### config.mk
export PLATFORM = sky130hd
export DESIGN_NAME = mdu_sched_flat
export DESIGN_NICKNAME = d
export VERILOG_FILES = /design/src/rtl/mdu_sched_if.sv /design/src/rtl/mdu_sched.sv /design/src/flat_wrapper.sv
export SDC_FILE = /design/constraint.sdc
export NUM_CORES = 2
export LEC_CHECK = 0
export ABC_AREA = 0
export CAP_MARGIN = 20
export CORE_ASPECT_RATIO = 1.25
export CORE_MARGIN = 4
export CORE_UTILIZATION = 50
export DETAILED_ROUTE_END_ITERATION = 7
export GPL_ROUTABILITY_DRIVEN = 0
export PLACE_DENSITY = 0.69
export SYNTH_ARGS = -nofsm -noshare
export SYNTH_HDL_FRONTEND = slang
export SYNTH_SLANG_ARGS = --single-unit
### constraint.sdc
create_clock -name clk -period 8.8 [get_ports clk]
set_input_delay 1.32 -clock clk [delete_from_list [all_inputs] [get_ports clk]]
set_output_delay 1.32 -clock clk [all_outputs]
set_load 0.05 [all_outputs]
### src/rtl/mdu_sched_if.sv
// Request/response bundle between EX and the HI/LO multiply/divide sequencer.
interface mdu_sched_if;
  logic        req_valid;
  logic        req_ready;
  logic [6:0]  op;
  logic [31:0] reg1;
  logic [31:0] reg2;
  logic        busy;
  logic        resp_valid;
  logic [31:0] result;
  logic [31:0] hi;
  logic [31:0] lo;

  modport master (
    output req_valid, op, reg1, reg2,
    input  req_ready, busy, resp_valid, result, hi, lo
  );

  modport slave (
    input  req_valid, op, reg1, reg2,
    output req_ready, busy, resp_valid, result, hi, lo
  );
endinterface

### src/rtl/mdu_sched.sv
// HI/LO multiply/divide sequencer: pipelined multiplier, 32-step restoring divider, HI/LO owner.
// Optional macro MDU_DIV_EARLY_TERM_EN enables early exit for trivial divides.
module mdu_sched #(
  parameter int unsigned MUL_LAT = 2
) (
  input logic       clk,
  input logic       rst_n,
  input logic       flush,
  mdu_sched_if.slave bus
);

  typedef enum logic [2:0] {
    S_IDLE,
    S_MUL_WAIT,
    S_DIV_RUN,
    S_DIV_FIX,
    S_COMMIT
  } state_e;

  typedef enum logic [6:0] {
    OP_MULT  = 7'h01,
    OP_MULTU = 7'h02,
    OP_MADD  = 7'h03,
    OP_MADDU = 7'h04,
    OP_MSUB  = 7'h05,
    OP_MSUBU = 7'h06,
    OP_MUL   = 7'h07,
    OP_DIV   = 7'h08,
    OP_DIVU  = 7'h09,
    OP_MTHI  = 7'h0A,
    OP_MTLO  = 7'h0B
  } oper_e;

  state_e      r_state;
  state_e      w_next;
  logic [6:0]  r_op;
  logic [31:0] r_a;
  logic [31:0] r_b;
  logic [5:0]  r_cnt;
  logic [31:0] r_quo;
  logic [31:0] r_rem;
  logic [31:0] r_dvs;
  logic        r_neg_q;
  logic        r_neg_r;
  logic [63:0] r_pipe [MUL_LAT];
  logic [31:0] r_hi;
  logic [31:0] r_lo;
  logic [31:0] r_result;
  logic        r_resp_valid;

  logic        w_accept;
  logic        w_in_mul;
  logic        w_in_div;
  logic        w_in_sdiv;
  logic        w_in_neg_q;
  logic        w_in_neg_r;
  logic [31:0] w_dvd_mag;
  logic [31:0] w_dvs_mag;
  logic        w_early;
  logic [31:0] w_early_quo;
  logic        w_mul_signed;
  logic [63:0] w_ma;
  logic [63:0] w_mb;
  logic [63:0] w_prod;
  logic [63:0] w_acc;
  logic [32:0] w_shift;
  logic        w_ge;
  logic [31:0] w_diff;

  assign bus.req_ready  = (r_state == S_IDLE) & ~flush;
  assign bus.busy       = (r_state != S_IDLE);
  assign bus.resp_valid = r_resp_valid;
  assign bus.result     = r_result;
  assign bus.hi         = r_hi;
  assign bus.lo         = r_lo;

  assign w_accept   = bus.req_valid & bus.req_ready;
  assign w_in_mul   = bus.op inside {OP_MULT, OP_MULTU, OP_MADD, OP_MADDU, OP_MSUB, OP_MSUBU, OP_MUL};
  assign w_in_div   = bus.op inside {OP_DIV, OP_DIVU};
  assign w_in_sdiv  = (bus.op == OP_DIV);
  assign w_in_neg_q = w_in_sdiv & (bus.reg1[31] ^ bus.reg2[31]);
  assign w_in_neg_r = w_in_sdiv & bus.reg1[31];
  assign w_dvd_mag  = (w_in_sdiv & bus.reg1[31]) ? 32'd0 - bus.reg1 : bus.reg1;
  assign w_dvs_mag  = (w_in_sdiv & bus.reg2[31]) ? 32'd0 - bus.reg2 : bus.reg2;

`ifdef MDU_DIV_EARLY_TERM_EN
  // Early-exit quotient already carries the sign fix the full path would apply.
  assign w_early     = w_in_div & ((w_dvs_mag == '0) | (w_dvd_mag < w_dvs_mag));
  assign w_early_quo = (w_dvs_mag == '0) ? (w_in_neg_q ? 32'd1 : '1) : '0;
`else
  assign w_early     = 1'b0;
  assign w_early_quo = '0;
`endif

  assign w_mul_signed = r_op inside {OP_MULT, OP_MADD, OP_MSUB, OP_MUL};
  assign w_ma   = {{32{w_mul_signed & r_a[31]}}, r_a};
  assign w_mb   = {{32{w_mul_signed & r_b[31]}}, r_b};
  assign w_prod = w_ma * w_mb;
  assign w_acc  = {r_hi, r_lo};

  assign w_shift = {r_rem, r_quo[31]};
  assign w_ge    = (w_shift >= {1'b0, r_dvs});
  assign w_diff  = w_shift[31:0] - r_dvs;

  always_ff @(posedge clk or negedge rst_n) begin
    if (!rst_n) r_state <= S_IDLE;
    else        r_state <= w_next;
  end

  always_comb begin
    w_next = r_state;
    unique case (r_state)
      S_IDLE: begin
        if (w_accept) begin
          if (w_in_mul)                 w_next = S_MUL_WAIT;
          else if (w_in_div & ~w_early) w_next = S_DIV_RUN;
          else                          w_next = S_COMMIT;
        end
      end
      S_MUL_WAIT: if (r_cnt == 6'(MUL_LAT - 1)) w_next = S_COMMIT;
      S_DIV_RUN:  if (r_cnt == 6'd31)           w_next = S_DIV_FIX;
      S_DIV_FIX:  w_next = S_COMMIT;
      S_COMMIT:   w_next = S_IDLE;
      default:    w_next = S_IDLE;
    endcase
    if (flush) w_next = S_IDLE;
  end

  always_ff @(posedge clk or negedge rst_n) begin
    if (!rst_n) begin
      r_op         <= '0;
      r_a          <= '0;
      r_b          <= '0;
      r_cnt        <= '0;
      r_quo        <= '0;
      r_rem        <= '0;
      r_dvs        <= '0;
      r_neg_q      <= 1'b0;
      r_neg_r      <= 1'b0;
      r_hi         <= '0;
      r_lo         <= '0;
      r_result     <= '0;
      r_resp_valid <= 1'b0;
      for (int unsigned i = 0; i < MUL_LAT; i++) r_pipe[i] <= '0;
    end else begin
      r_resp_valid <= 1'b0;
      // Product pipeline runs freely; operands are stable from accept until commit.
      r_pipe[0] <= w_prod;
      for (int unsigned i = 1; i < MUL_LAT; i++) r_pipe[i] <= r_pipe[i-1];

      unique case (r_state)
        S_IDLE: begin
          if (w_accept) begin
            r_op    <= bus.op;
            r_a     <= bus.reg1;
            r_b     <= bus.reg2;
            r_cnt   <= '0;
            r_neg_q <= w_in_neg_q;
            r_neg_r <= w_in_neg_r;
            r_dvs   <= w_dvs_mag;
            if (w_early) begin
              r_quo <= w_early_quo;
              r_rem <= bus.reg1;
            end else begin
              r_quo <= w_dvd_mag;
              r_rem <= '0;
            end
          end
        end
        S_MUL_WAIT: r_cnt <= r_cnt + 6'd1;
        S_DIV_RUN: begin
          r_cnt <= r_cnt + 6'd1;
          if (w_ge) begin
            r_rem <= w_diff;
            r_quo <= {r_quo[30:0], 1'b1};
          end else begin
            r_rem <= w_shift[31:0];
            r_quo <= {r_quo[30:0], 1'b0};
          end
        end
        S_DIV_FIX: begin
          if (r_neg_q) r_quo <= 32'd0 - r_quo;
          if (r_neg_r) r_rem <= 32'd0 - r_rem;
        end
        S_COMMIT: begin
          if (!flush) begin
            r_resp_valid <= 1'b1;
            case (r_op)
              OP_MULT, OP_MULTU: {r_hi, r_lo} <= r_pipe[MUL_LAT-1];
              OP_MADD, OP_MADDU: {r_hi, r_lo} <= w_acc + r_pipe[MUL_LAT-1];
              OP_MSUB, OP_MSUBU: {r_hi, r_lo} <= w_acc - r_pipe[MUL_LAT-1];
              OP_MUL:            r_result     <= r_pipe[MUL_LAT-1][31:0];
              OP_DIV, OP_DIVU: begin
                r_hi <= r_rem;
                r_lo <= r_quo;
              end
              OP_MTHI: r_hi <= r_a;
              OP_MTLO: r_lo <= r_a;
              default: ;
            endcase
          end
        end
        default: ;
      endcase
    end
  end

endmodule

### src/flat_wrapper.sv
// flat-port wrapper written by rule: the top's interface ports become plain ports
module mdu_sched_flat 
#(
  parameter int unsigned MUL_LAT = 2
)
  (clk, rst_n, flush, bus_req_valid, bus_op, bus_reg1, bus_reg2, bus_req_ready, bus_busy, bus_resp_valid, bus_result, bus_hi, bus_lo);
  mdu_sched_if bus_i ();
  input logic clk;
  input logic rst_n;
  input logic flush;
  input wire logic [$bits(bus_i.req_valid)-1:0] bus_req_valid;
  input wire logic [$bits(bus_i.op)-1:0] bus_op;
  input wire logic [$bits(bus_i.reg1)-1:0] bus_reg1;
  input wire logic [$bits(bus_i.reg2)-1:0] bus_reg2;
  output wire logic [$bits(bus_i.req_ready)-1:0] bus_req_ready;
  output wire logic [$bits(bus_i.busy)-1:0] bus_busy;
  output wire logic [$bits(bus_i.resp_valid)-1:0] bus_resp_valid;
  output wire logic [$bits(bus_i.result)-1:0] bus_result;
  output wire logic [$bits(bus_i.hi)-1:0] bus_hi;
  output wire logic [$bits(bus_i.lo)-1:0] bus_lo;
  assign bus_i.req_valid = bus_req_valid;
  assign bus_i.op = bus_op;
  assign bus_i.reg1 = bus_reg1;
  assign bus_i.reg2 = bus_reg2;
  assign bus_req_ready = bus_i.req_ready;
  assign bus_busy = bus_i.busy;
  assign bus_resp_valid = bus_i.resp_valid;
  assign bus_result = bus_i.result;
  assign bus_hi = bus_i.hi;
  assign bus_lo = bus_i.lo;
  mdu_sched #(.MUL_LAT(MUL_LAT)) u_core (.clk(clk), .rst_n(rst_n), .flush(flush), .bus(bus_i));
endmodule
======== Yosys cells after proc, flatten, opt, wreduce, memory -nomap -nowiden ========
Index checks and enable logic that the tools add are counted.
storage, ports and cells
  register bits after elaboration ......... 403
  input bits .............................. 75
  output and inout port bits .............. 99
  logic and storage cells ................. 112
operators by class
  add/subtract/negate cells ............... 8
  multipliers ............................. 1
  order comparisons ....................... 1
  equal/unequal tests ..................... 32
  multiplexer cells ....................... 23
  bitwise logic cells ..................... 9
  reduce and logical (&&, ||, !) cells .... 22
operators by type and width
  cell                     number
  $pmux W32 S5             2
  $mux W32                 7
  $pmux W32 S3             2
  $sub A1 B32 Y32 const A  4
  $add A64 B64 Y64         1
  $mul A33 B33 Y64         1
  $sub A64 B64 Y64         1
  $eq A7 B3 Y1 const B     8
  $eq A7 B4 Y1 const B     6
  $ge A33 B32 Y1           1
  $sub A32 B32 Y32         1
  $eq A7 B2 Y1 const B     4
  $mux W3                  6
  $reduce_and A3 Y1        6
  $eq A7 B1 Y1 const B     2
  $pmux W3 S4              1
  $pmux W6 S2              1
  $reduce_bool A5 Y1       2
  $reduce_or A2 Y1         5
  $ne A3 B2 Y1 const B     3
  $and A1 B1 Y1            7
  $reduce_bool A7 Y1       1
  $add A6 B1 Y6 const B    1
  $eq A3 B2 Y1 const B     2
  14 further kinds         21

======== Depth between registers and ports, before layout ========
  depth in word-level cells ............... 7
  depth in mapped cells ................... 33

======== Worst setup path after synthesis ========
OpenSTA, ideal clock, no wires.
  path kind ............................... reg2reg
  from .................................... register u_core.r_op[3]
  to ...................................... register u_core.r_pipe[124] in the netlist's numbering
  arrival ................................. 8.743 ns
  setup slack ............................. -0.022 ns
  cell stages (with the launch flop) ...... 34
  path buffers ............................ 2
  clock period less this slack ............ 8.822 ns
  cell sequence ........................... dfrtp_1 > clkbuf_1 > nor4_1 > and3_1 > clkbuf_1 > nand2_1 > inv_1 > fa_1 > inv_1 > fa_1 > inv_1 > fa_1 > fa_1 > inv_1 > fa_1 > inv_1 > fa_1 > inv_1 > fa_1 > fa_1 > inv_1 > ha_1 > nand3_1 > nor2_1 > and3_1 > nand2_1 > a2111oi_0 > o2111ai_1 > a211oi_1 > nor2_1 > o31a_1 > o311a_1 > o21ai_0 > xor2_1
on the way
  longest elaborated chain between the ends .. 4
  elaborated cells on any way between the ends .. 8
  those cells by class .................... 1 x mul; 4 x eq/ne; 2 x bitwise; 1 x reduce/logical
ends and longest elaborated chain
  what                                        line                              text
  start, declared                             mdu_sched.sv:36                   logic [6:0] r_op;
  start signal, assigned                      mdu_sched.sv:154                  r_op <= bus.op;
  $eq A7 B1 Y1, or another cell as far along  mdu_sched.sv:95                   assign w_mul_signed = r_op inside {OP_MULT, OP_MADD, OP_MSUB, OP_MUL};
  $reduce_bool A4 Y1 (*)                      mdu_sched.sv:95
  $and A1 B1 Y1 (on tied branches)            mdu_sched.sv:96, mdu_sched.sv:97
  $mul A33 B33 Y64 (*)                        mdu_sched.sv:98                   assign w_prod = w_ma * w_mb;
  net u_core.w_prod[60]                       mdu_sched.sv:64                   logic [63:0] w_prod;
  end, declared                               mdu_sched.sv:45                   logic [63:0] r_pipe [MUL_LAT];
The timed path passes the listed nets; every way through them passes the cells marked *.
A chain may end at the register's enable or synchronous reset.

======== Worst setup path after layout ========
  from .................................... register u_core.r_op[5]
  to ...................................... register u_core.r_pipe[126] in the netlist's numbering
The elaborated chain is that of the path after synthesis.

==> out/metrics.cfg <==
[outcome]
status=completed

[clocking]
clockBufferDepth=3
root_buffer=clkbuf_16
cts_tree=done
clock_latency_ns=0.60
clkTransAtPathRegs_ns=0.07
htreeDepth=2
cts.sinks=402
cts_hold_buf=0
cts_buffers=40

[yosys]
yosysUniqueCellTypes=83
synth_seq_area_share=0.155
synth_top_area_share=0.348
ys_seq_elements=402
synth_ff_type=dfrtp_1
ys_top_cells_by_area=fa_1 35%, dfrtp_1 16%, inv_1 7.6%
synth_top_area_cell=fa_1
syn_inst=7451
syn_nets=9030
avgSynthCellArea_sq_um=8.70
synth.cell_area_sq_mm=0.0649
ys_warn_count=0
synth_edf_count=0
async_reset_ff_frac=1.00

[route]
vias=54002
drc=0
wl_mm=205
drtAntennaViolNets=0
first_iter_violations=6142
avgViaCountPerCell=5.88
drt-pass1-iter-count=7
wl_per_cell_microns=22.3

[worst_hold_path]
hold_path_depth=0
hold_path.class=reg2reg

[worst_setup_path]
r2r_cells=33
max_stage_delay_ns=0.55
end_kind=register
worstSetupPathType=reg2reg
path_depth=33
worst-path-buf-inv=9
cp_top_family=adder cells
critPathArrivalTime_ns=9.01
required_ns=9.27
crit_top_cell=fa_1
cp_slowest_cell=fa_1
start_kind=register
path_max_fanout=6

[placement]
place_ws_ns=-0.439
dpl.hpwl_mm=162
io_buffers=173

[final_layout]
area_growth_pct=8.56
final_net_count=9014
drive_above_1_share=0.0488
nFillCells=11385

[global_route]
grt_first_pass_wirelength_mm=319
grt_usage=0.302
grt_max_degree=146
antenna_found_initial=4
globalRouteOverflowTotal=0
grt_pass1_vias=55698

[sta]
setup_ws_ns=0.262
hold_viol=0
post-route-period-util=0.970
finalSetupViolCount=0
min_period_ns=8.54
finalMaxSlewViolations=0
fmax_ghz=0.117
finClkSkew_ns=0.0323
slew_headroom=0.255
worstMarginPinSlew_ns=1.11

[run]
maxCapViolations=0

[die]
die_w_microns=330
die_area_sq_mm=0.136
core_area_sq_mm=0.129
fp.dieH_microns=411
start_util=0.504
rows=147
io_pins=174

[registers in the layout (all words and copies together) (netlist names), 6 cells and up]
signal	cells
u_core.r_quo	32
u_core.bus.hi	32
u_core.bus.result	32
u_core.r_op	7
u_core.r_b	31
u_core.r_a	32
u_core.r_rem	32
u_core.r_cnt	6
u_core.r_pipe	128
u_core.bus.lo	32
u_core.r_dvs	32
[final cells by class]
class,count,area [sq um],area share
clock inverters,15,209,0.00297
flip-flops and latches,402,10100,0.143
inverters,1311,4920,0.0699
clock buffers,56,1130,0.0161
diodes,5,12.5,0.000178
multi-input cells,5298,48300,0.686
well taps,1713,2140,0.0304
repair buffers,382,3610,0.0513
[metal layers]
metal | wire [microns] | global-route usage
met1 | 78800 | 0.398
met2 | 93300 | 0.481
met3 | 20200 | 0.0570
met4 | 12600 | 0.149
met5 | 13 | 0
[metrics by stage]
stage | util | cells | area (sq um) | TNS, ns | hold slack, ns
2_1_floorplan | - | 7451 | 64900 | 0 | 0.331
3_3_place_gp | 0.536 | 9103 | 68900 | -1.03 | 0.332
3_5_place_dp | 0.536 | 9103 | 68900 | -1.08 | 0.335
4_1_cts | 0.547 | 9174 | 70300 | 0 | 0.326
5_1_grt | 0.548 | 9179 | 70400 | -0.00627 | 0.338
6_report | 0.548 | 9182 | 70400 | 0 | 0.328
[cell usage in the layout, fill, tap and decap left out, drive strengths merged, types with 19 or more instances in the layout]
master,count
inv,1315
nand2,1146
fa,1128
dfrtp,402
and2,379
ha,376
a21oi,350
nor2,336
o21ai,323
buf,210
clkdlybuf4s50,172
xnor2,136
nor3,88
a21o,87
a31oi,74
nand3,59
clkbuf,56
xor2,55
o21bai,50
a221o,49
o22ai,48
a222oi,43
a221oi,37
or3,36
o31ai,33
nor4,33
nand4,32
nand2b,31
nor2b,27
o211ai,25
o21a,22
or2,21
and3,21
a211oi,19
[kinds of logic after synthesis]
logic type | count (synthesis) | share of synthesized area
AND/OR/NAND/NOR | 2257 | 0.160
adder cells (fa/ha/maj) | 1505 | 0.421
buffers and inverters | 1751 | 0.102
XOR/XNOR | 191 | 0.0258
flip-flops | 402 | 0.155
multiplexers | 19 | 0.00303
AO/OA/AOI/OAI | 1326 | 0.133
[worst paths after layout]
kind,slack (ns),endpoint,from
max,0.26,u_core.r_pipe[126],u_core.r_op[5]
min,0.33,u_core.r_pipe[29],u_core.r_pipe[93]
max reg2reg,0.26,u_core.r_pipe[126],u_core.r_op[5]
min reg2reg,0.33,u_core.r_pipe[29],u_core.r_pipe[93]
max in group asynchronous,6.52,u_core.r_pipe[64],rst_n
min in group asynchronous,0.76,u_core.bus.hi[20],rst_n
[what timing repair did]
action,4_1_cts,5_1_grt
endpoints found under the setup margin,5,7
resized for setup,3,26
setup buffers,0,3
pin swaps,0,4
[cell usage after synthesis, types with 87 or more instances]
library cell and n:
a21o_1 87, a21oi_1 350, and2_1 379, clkbuf_1 420, dfrtp_1 402, fa_1 1128, ha_1 376, inv_1 1310
nand2_1 1145, nor2_1 336, o21ai_0 322, xnor2_1 136
Power is left out: the tool's default activity adds up to more than one toggle a clock period on the data nets, which glitch-free logic cannot reach.
